`src/rtl/bin2bcd_seq_if.sv`:
```
// Request/result bundle for bin2bcd_seq: upstream drives bin_in/valid_in,
// the converter returns ready_out and the held BCD result.
interface bin2bcd_seq_if #(
    parameter int IN_W   = 32,
    parameter int DIGITS = 10
);
    logic [IN_W-1:0]     bin_in;
    logic                valid_in;
    logic                ready_out;
    logic [4*DIGITS-1:0] bcd_out;
    logic                overflow;
    logic                done;
    logic [DIGITS-1:0]   blank;

    modport master (
        output bin_in, valid_in,
        input  ready_out, bcd_out, overflow, done, blank
    );

    modport slave (
        input  bin_in, valid_in,
        output ready_out, bcd_out, overflow, done, blank
    );
endinterface

```
`src/rtl/bin2bcd_seq.sv`:
```
// Sequential double-dabble binary-to-BCD converter, one input bit per cycle.
// Define BIN2BCD_LZB_EN to build the leading-zero blank mask; otherwise blank is tied to 0.
module bin2bcd_seq #(
    parameter int IN_W   = 32,
    parameter int DIGITS = 10
) (
    input  logic          clk,
    input  logic          rst_n,
    bin2bcd_seq_if.slave  bus
);
    localparam int WORK_W = 4 * DIGITS;
    localparam int CNT_W  = $clog2(IN_W + 1);

    typedef enum logic {IDLE, SHIFT} state_t;

    state_t              state_q, state_d;
    logic [IN_W-1:0]     shift_q, shift_nxt;
    logic [WORK_W-1:0]   work_q, work_adj, work_nxt;
    logic [CNT_W-1:0]    cnt_q;
    logic                acc_q;
    logic                carry;
    logic [WORK_W-1:0]   bcd_q;
    logic                ovf_q;
    logic                done_q;
    logic                accept, step, last, ready;

    // Per-digit add-3 with no carry between digits; the top bit shifted out is a 10^DIGITS carry.
    always_comb begin
        work_adj = work_q;
        for (int unsigned i = 0; i < DIGITS; i++) begin
            if (work_q[4*i +: 4] >= 4'd5)
                work_adj[4*i +: 4] = work_q[4*i +: 4] + 4'd3;
        end
        carry     = work_adj[WORK_W-1];
        work_nxt  = {work_adj[WORK_W-2:0], shift_q[IN_W-1]};
        shift_nxt = shift_q << 1;
    end

    always_ff @(posedge clk or negedge rst_n) begin
        if (!rst_n) state_q <= IDLE;
        else        state_q <= state_d;
    end

    always_comb begin
        state_d = state_q;
        accept  = 1'b0;
        step    = 1'b0;
        last    = 1'b0;
        ready   = 1'b0;
        case (state_q)
            IDLE: begin
                ready = 1'b1;
                if (bus.valid_in) begin
                    accept  = 1'b1;
                    state_d = SHIFT;
                end
            end
            SHIFT: begin
                step = 1'b1;
                if (cnt_q == CNT_W'(1)) begin
                    last    = 1'b1;
                    state_d = IDLE;
                end
            end
            default: state_d = IDLE;
        endcase
    end

    always_ff @(posedge clk or negedge rst_n) begin
        if (!rst_n) begin
            shift_q <= '0;
            work_q  <= '0;
            acc_q   <= 1'b0;
            cnt_q   <= '0;
            bcd_q   <= '0;
            ovf_q   <= 1'b0;
            done_q  <= 1'b0;
        end else begin
            done_q <= last;
            if (accept) begin
                shift_q <= bus.bin_in;
                work_q  <= '0;
                acc_q   <= 1'b0;
                cnt_q   <= CNT_W'(IN_W);
            end else if (step) begin
                shift_q <= shift_nxt;
                work_q  <= work_nxt;
                acc_q   <= acc_q | carry;
                cnt_q   <= cnt_q - CNT_W'(1);
            end
            if (last) begin
                bcd_q <= work_nxt;
                ovf_q <= acc_q | carry;
            end
        end
    end

`ifdef BIN2BCD_LZB_EN
    logic [DIGITS-1:0] blank_nxt, blank_q;
    logic              seen_nz;

    // Walk down from the top digit; digit 0 is never blanked so zero still shows "0".
    always_comb begin
        blank_nxt = '0;
        seen_nz   = 1'b0;
        for (int unsigned i = DIGITS - 1; i >= 1; i--) begin
            seen_nz      = seen_nz | (work_nxt[4*i +: 4] != 4'd0);
            blank_nxt[i] = !seen_nz;
        end
    end

    always_ff @(posedge clk or negedge rst_n) begin
        if (!rst_n)    blank_q <= '0;
        else if (last) blank_q <= blank_nxt;
    end

    assign bus.blank = blank_q;
`else
    assign bus.blank = '0;
`endif

    assign bus.ready_out = ready;
    assign bus.bcd_out   = bcd_q;
    assign bus.overflow  = ovf_q;
    assign bus.done      = done_q;
endmodule

```
`src/flat_wrapper.sv`:
```
// flat-port wrapper written by rule: the top's interface ports become plain ports
module bin2bcd_seq_flat 
#(
    parameter int IN_W   = 32,
    parameter int DIGITS = 10
)
  (clk, rst_n, bus_bin_in, bus_valid_in, bus_ready_out, bus_bcd_out, bus_overflow, bus_done, bus_blank);
  bin2bcd_seq_if #(.IN_W(IN_W), .DIGITS(DIGITS)) bus_i ();
  input  logic clk;
  input  logic rst_n;
  input wire logic [$bits(bus_i.bin_in)-1:0] bus_bin_in;
  input wire logic [$bits(bus_i.valid_in)-1:0] bus_valid_in;
  output wire logic [$bits(bus_i.ready_out)-1:0] bus_ready_out;
  output wire logic [$bits(bus_i.bcd_out)-1:0] bus_bcd_out;
  output wire logic [$bits(bus_i.overflow)-1:0] bus_overflow;
  output wire logic [$bits(bus_i.done)-1:0] bus_done;
  output wire logic [$bits(bus_i.blank)-1:0] bus_blank;
  assign bus_i.bin_in = bus_bin_in;
  assign bus_i.valid_in = bus_valid_in;
  assign bus_ready_out = bus_i.ready_out;
  assign bus_bcd_out = bus_i.bcd_out;
  assign bus_overflow = bus_i.overflow;
  assign bus_done = bus_i.done;
  assign bus_blank = bus_i.blank;
  bin2bcd_seq #(.IN_W(IN_W), .DIGITS(DIGITS)) u_core (.clk(clk), .rst_n(rst_n), .bus(bus_i));
endmodule
```
`config.mk`:
```
export PLATFORM = sky130hd
export DESIGN_NAME = bin2bcd_seq_flat
export DESIGN_NICKNAME = d
export VERILOG_FILES = /design/src/rtl/bin2bcd_seq_if.sv /design/src/rtl/bin2bcd_seq.sv /design/src/flat_wrapper.sv
export SDC_FILE = /design/constraint.sdc
export NUM_CORES = 1
export LEC_CHECK = 0
export ABC_AREA = 1
export CAP_MARGIN = 15
export CORE_MARGIN = 4
export CORE_UTILIZATION = 54
export DETAILED_ROUTE_END_ITERATION = 10
export GPL_TIMING_DRIVEN = 0
export PLACE_DENSITY = 0.78
export SKIP_LAST_GASP = 1
export SYNTH_ARGS = -nofsm -noshare
export SYNTH_HDL_FRONTEND = slang
export SYNTH_SLANG_ARGS = --single-unit
```
`constraint.sdc`:
```
create_clock -name clk -period 1.9 [get_ports clk]
set_clock_uncertainty 0.05 [all_clocks]
set_input_delay 0.475 -clock clk [delete_from_list [all_inputs] [get_ports clk]]
set_output_delay 0.475 -clock clk [all_outputs]
set_load 0.01 [all_outputs]
```
==> results of run 1 <==
cell type report:
class                   instances  area, um2
clock buffers                  26        508
plain buffers                  37        249
fillers                       811       3280
well taps                     140        175
inverters                      77        295
flip-flops and latches        122       3050
multi-input cells             481       2370
clock inverters                 6        108
repair buffers                 79        752
worst paths after layout:
| path | slack, ns | endpoint |
|---|---|---|
| min in group clk | 0.42 | u_core.bus.bcd_out[35] |
| worst min-delay path | 0.37 | u_core.bus.bcd_out[17] |
| worst max register to register | 0.20 | u_core.work_q[4] |
| worst min register to register | 0.42 | u_core.bus.bcd_out[35] |
| max in group asynchronous | 0.70 | u_core.shift_q[28] |
| worst max-delay path | 0.06 | bus_ready_out |
cells by family after synthesis:
logic type | synth area share
flops | 0.515
buf+inv | 0.0916
compound gates | 0.109
simple gates | 0.238
other cells | 0.000632
fa+ha+maj | 0.0464
timing repair:
action / 4_1_cts / 5_1_grt
hold buffers: 1 / 0
buffers inserted: 0 / 0
endpoints found under the hold margin: 40 / 0
endpoints found under the setup margin: 43 / 2
resized for setup: 45 / 3
routing by layer:
metal  track usage  wire length (um)  up-vias
li1              -                 -     2510
met1         0.292              5840     2449
met2         0.405              7180      220
met3        0.0754              1070       45
met4        0.0849               373        0
met5             0                 0        -
sequential cells by signal, summed over array words and instances (netlist names):
| signal | count |
|---|---|
| u_core.bus.bcd_out | 40 |
| u_core.work_q | 40 |
| u_core.shift_q | 32 |
| u_core.cnt_q | 6 |
| u_core.acc_q | 1 |
| u_core.bus.done | 1 |
| u_core.bus.overflow | 1 |
| u_core.state_q | 1 |
where the power goes:
group          internal [mW]  switching, mW  leakage [nW]
registers               3.77          0.807          1.54
clock network           2.21           1.11         0.301
logic                   1.99           3.22          2.04
total                   7.96           5.14          3.87
per-stage QoR:
stage,utilization,area [um2]
5_1_grt,0.696,7510
3_3_place_gp,0.640,6910
4_1_cts,0.696,7510
3_5_place_dp,0.643,6940
2_1_floorplan,-,5960
6_report,0.696,7510
cells in the final DEF, fill, tap and decap left out, drive strengths merged:
master / synthesis / layout
o21ai: 51 / 51
dlygate4sd2: 0 / 42
clkbuf: 5 / 31
dfrtp: 122 / 122
buf: 33 / 35
nand3: 82 / 82
bufinv: 0 / 3
nand4: 2 / 2
clkinvlp: 0 / 1
a21oi: 10 / 10
nand2: 250 / 250
o22ai: 9 / 9
conb: 1 / 10
inv: 76 / 76
nor3: 1 / 1
o211ai: 25 / 25
dlygate4sd3: 0 / 1
o221ai: 11 / 11
clkdlybuf4s50: 0 / 33
ha: 22 / 22
clkinv: 1 / 3
nor2: 8 / 8
synthesized netlist by cell type, types with 2 or more instances:
cell      number  area share
a21oi_1       10      0.0084
buf_1          2      0.0013
buf_2         10      0.0084
buf_4         16       0.020
buf_6          5      0.0095
clkbuf_1       5      0.0032
dfrtp_1      122        0.51
ha_1          22       0.046
inv_1         74       0.047
inv_2          2      0.0013
nand2_1      249        0.16
nand3_1       82       0.069
nor2_1         6      0.0038
nor2_2         2      0.0021
o211ai_1      25       0.032
o21ai_0       45       0.038
o21ai_1        6      0.0051
o221ai_1      11       0.016
o22ai_1        9      0.0095
==> flow_metrics.env, run 1 <==
export IMPL_status="completed"
export IMPL_drv_cap=0
export IMPL_dp_worst_setup_slack_ns=-0.306
export IMPL_p_per_area_nw_per_um2=1740
export IMPL_setup_slack_ns=0.0635
export IMPL_rsz0062_at_grt="false"
export IMPL_start_kind="register"
export IMPL_drive_gt1_frac=0.0845
export IMPL_drtPass1Iterations=5
export IMPL_die_area_um2=12700
export IMPL_grtUsageTotal=0.240
export IMPL_avgRoutedWirePerCell_um=14.9
export IMPL_syn_inst=709
export IMPL_vias=5224
export IMPL_grt_remaining_overflow=0
export IMPL_grt_start_max_net_pins=83
export IMPL_vias_per_cell=5.40
export IMPL_final_hold_viol_count=0
export IMPL_crit_path_max_fanout=13
export IMPL_hold_ws_ns=0.373
export IMPL_cp_arrival_ns=1.31
export IMPL_core_area_um2=10800
export IMPL_boundaryPins=88
export IMPL_crit_path_start="u_core.state_q"
export IMPL_timing_fmax_mhz=545
export IMPL_worstSkewPairLatency_ns=0.53
export IMPL_htree_levels=4
export IMPL_setup_viol=0
export IMPL_endpoint_kind="output port"
export IMPL_dp_cells=936
export IMPL_num_rows=38
export IMPL_cp_num_cells=3
export IMPL_cp_required_ns=1.37
export IMPL_synth_distinct_cells=25
export IMPL_drv_slew=0
export IMPL_ff2ff_path_depth=7
export IMPL_cts_tree="yes"
export IMPL_slew_headroom=0.585
export IMPL_n_antenna_cell=0
export IMPL_layout_nets=872
export IMPL_grt_first_pass_wirelength_mm=24.8
export IMPL_fin_crit_sh=0.967
export IMPL_p_leak_nw=3.87
export IMPL_r2r_start="u_core.work_q[0]"
export IMPL_clock_path_buffers=2
export IMPL_routed_wl_mm=14.5
export IMPL_crit_slowest_cell="dfrtp_1"
export IMPL_synth_edf_count=0
export IMPL_setup_tns_ns=0
export IMPL_synth_seq_area_share=0.515
export IMPL_yosys_register_bits=122
export IMPL_drtIter0Drc=329
export IMPL_antenna_found_initial=0
export IMPL_drtAntennaViolNets=0
export IMPL_cp_top_family="buffers and inverters"
export IMPL_peakVddDrop_mv=0.832
export IMPL_syn_avg_cell_area_um2=8.36
export IMPL_clk_pin_slew_ns=0.05
export IMPL_yosysWarnings=0
export IMPL_die_h_um=113
export IMPL_critical_path_class="reg2out"
export IMPL_async_flop_share=1.00
export IMPL_portBuffers=77
export IMPL_fin_crit_ns=1.84
export IMPL_syn_to_final_growth_pct=26.6
export IMPL_clock_sinks=122
export IMPL_initial_core_util=0.550
export IMPL_grt_pass1_vias=5339
export IMPL_slowest_delay_ns=0.37
export IMPL_worstPathCellList="buf_6, inv_6, clkbuf_2"
export IMPL_min_path_type="in2async"
export IMPL_die_w_um=113
export IMPL_gp_congestion=0.884
export IMPL_numCtsBuffers=17
export IMPL_total_power_mw=13.1
export IMPL_stdcell_count=968
export IMPL_clock_root_buffer="clkbuf_8"
export IMPL_dp_final_hpwl_mm=9.72
export IMPL_synth_ff_type="dfrtp_1"
export IMPL_worst_slew_pin_slew_ns=0.622
export IMPL_drc=0
export IMPL_syn_cell_area_um2=5930
export IMPL_cp_buffers_inverters=3
No activity file was read; power rests on OpenSTA's default activity.
==> run 2: changes to the inputs <==
--- a/config.mk
+++ b/config.mk
@@ -11,8 +11,10 @@
 export CORE_UTILIZATION = 54
 export DETAILED_ROUTE_END_ITERATION = 10
 export GPL_TIMING_DRIVEN = 0
+export HOLD_SLACK_MARGIN = 0.15
 export PLACE_DENSITY = 0.78
 export SKIP_LAST_GASP = 1
+export SLEW_MARGIN = 20
 export SYNTH_ARGS = -nofsm -noshare
 export SYNTH_HDL_FRONTEND = slang
 export SYNTH_SLANG_ARGS = --single-unit
==> run 2 against run 1 <==
Net effect:
- critical path depth unchanged
- combinational power is essentially flat
- hold slack gained 0.022 ns
- sequential power barely moved
- routed wire length decreased by 0.40%
- clock power down 4%
- worst setup slack improved by 0.022 ns
- power decreased by 1.0%
- register-to-register slack about the same
- sequential share of layout area increased by 0.15 points
- global-route usage fell by 0.22 points
- fmax up 1.2%
==> flow_metrics.env, run 2 (same netlist as run 1, synthesis figures left out) <==
export IMPL_final_common_cell="nand2_1"
export IMPL_p_sw_mw=5.12
export IMPL_start_kind="register"
export IMPL_syn_to_final_growth_pct=26.1
export IMPL_grt_first_pass_wirelength_mm=24.5
export IMPL_crit_slowest_cell="dfrtp_1"
export IMPL_die_h_um=113
export IMPL_drc=0
export IMPL_avgRoutedWirePerCell_um=14.9
export IMPL_min_path_type="in2async"
export IMPL_fin_crit_sh=0.955
export IMPL_grt_pass1_vias=5305
export IMPL_final_cell_mix="249 x nand2_1, 122 x dfrtp_1, 82 x nand3_1, 74 x inv_1, 45 x o21ai_0"
export IMPL_antenna_found_initial=0
export IMPL_slew_headroom=0.557
export IMPL_swShare=0.395
export IMPL_drtPass1Iterations=6
export IMPL_portBuffers=77
export IMPL_peakVddDrop_mv=0.680
export IMPL_dp_final_hpwl_mm=9.78
export IMPL_die_w_um=113
export IMPL_clock_path_buffers=2
export IMPL_worstSkewPairLatency_ns=0.51
export IMPL_crit_path_start="u_core.state_q"
export IMPL_pwr_share_seq=0.353
export IMPL_vias_per_cell=5.39
export IMPL_final_hold_viol_count=0
export IMPL_r2r_start="u_core.work_q[0]"
export IMPL_place_area_um2=6940
export IMPL_internal_power_mw=7.84
export IMPL_post_cts_buffers=0
export IMPL_grtUsageTotal=0.238
export IMPL_htree_levels=4
export IMPL_n_antenna_cell=0
export IMPL_endpoint_kind="output port"
export IMPL_timing_fmax_mhz=551
export IMPL_crit_path_max_fanout=13
export IMPL_routed_wl_mm=14.4
export IMPL_boundaryPins=88
export IMPL_regToRegEndpoint="u_core.work_q[4]"
export IMPL_grtUsageMet2=0.403
export IMPL_worst_slew_pin_slew_ns=0.665
export IMPL_p_per_area_nw_per_um2=1730
export IMPL_slowest_delay_ns=0.37
export IMPL_use_met3=0.0535
export IMPL_cp_buffers_inverters=3
export IMPL_drive_gt1_frac=0.0834
export IMPL_vias=5209
export IMPL_cp_top_family="buffers and inverters"
export IMPL_clock_power_share=0.245
export IMPL_dp_cells=936
export IMPL_die_area_um2=12700
export IMPL_hold_ws_ns=0.395
export IMPL_stdcell_count=967
export IMPL_fin_crit_ns=1.81
export IMPL_grt_start_max_net_pins=82
export IMPL_initial_core_util=0.550
export IMPL_ff2ff_path_depth=7
export IMPL_n_fill_cell=805
export IMPL_num_rows=38
export IMPL_clock_root_buffer="clkbuf_8"
export IMPL_drv_slew=0
export IMPL_worstPathCellList="buf_6, inv_6, clkbuf_2"
export IMPL_grt_busiest_layer="met2"
export IMPL_critical_path_class="reg2out"
export IMPL_clk_pin_slew_ns=0.06
export IMPL_cp_required_ns=1.37
export IMPL_rsz0062_at_grt="false"
export IMPL_cts_tree="yes"
export IMPL_cp_arrival_ns=1.29
export IMPL_drv_cap=0
export IMPL_drtAntennaViolNets=0
export IMPL_clock_sinks=122
export IMPL_layout_nets=872
export IMPL_core_area_um2=10800
export IMPL_setup_tns_ns=0
export IMPL_gp_congestion=0.884
export IMPL_total_power_mw=13.0
export IMPL_r2r_setup_slack_ns=0.19
export IMPL_grt_remaining_overflow=0
export IMPL_drtIter0Drc=306
export IMPL_p_comb_frac=0.402
export IMPL_final_cell_area_um2=7480
export IMPL_setup_viol=0
export IMPL_p_leak_nw=3.87
export IMPL_status="completed"
export IMPL_use_met1=0.298
export IMPL_numCtsBuffers=17
==> run 2: how the worst max path moves through the flow <==
stage,to,slack (ns),cells after the start
CTS,bus_ready_out,-0.09,3
floorplan,u_core.work_q[4],0.51,7
global route,bus_ready_out,0.04,3
finish,bus_ready_out,0.09,3
detailed placement,bus_ready_out,-0.30,4
global placement,u_core.shift_q[8],-4.37,1
==> run 2: worst reg2reg max path, cell delays in order (launching register included) <==
cell,delay [ns]
dfrtp_1,0.42
inv_1,0.12
ha_1,0.23
inv_1,0.05
o21ai_0,0.32
o21ai_0,0.21
nand2_1,0.10
o21ai_0,0.09
==> run 2: what timing repair did <==
item | CTS | global route
gates resized for setup | 43 | 4
hold endpoints to repair | 41 | 0
hold buffers | 1 | 0
pin swaps | 0 | 0
endpoints found under the setup margin | 42 | 2
==> run 2: layout make-up <==
cell class	count	area, um2	area share
Inverter	77	295	0.0395
Clock buffer	23	467	0.0624
Buffer	37	249	0.0333
Tap cell	140	175	0.0234
Multi-Input combinational cell	481	2370	0.317
Clock inverter	8	118	0.0157
Timing Repair Buffer	79	756	0.101
Sequential cell	122	3050	0.408
==> run 2: per-stage QoR <==
| step | setup WS (ns) | utilization |
|---|---|---|
| 3_3_place_gp | -4.37 | 0.640 |
| 2_1_floorplan | 0.506 | - |
| 4_1_cts | -0.0913 | 0.693 |
| 6_report | 0.0857 | 0.693 |
| 5_1_grt | 0.0353 | 0.693 |
| 3_5_place_dp | -0.304 | 0.643 |
==> run 2: power groups by stage <==
stage	Sequential [mW]	Combinational, mW	Clock, mW
4_1_cts	4.55	5.21	3.22
6_report	4.57	5.22	3.18
2_1_floorplan	4.59	3.43	0
3_5_place_dp	4.58	5.38	0
3_3_place_gp	4.52	5.09	0
5_1_grt	4.71	5.97	3.35
==> run 2: per-layer routing <==
metal | part of all wire | up-vias
met5 | 0 | -
met4 | 0.023 | 0
met3 | 0.063 | 36
met2 | 0.49 | 193
met1 | 0.42 | 2470
li1 | - | 2510
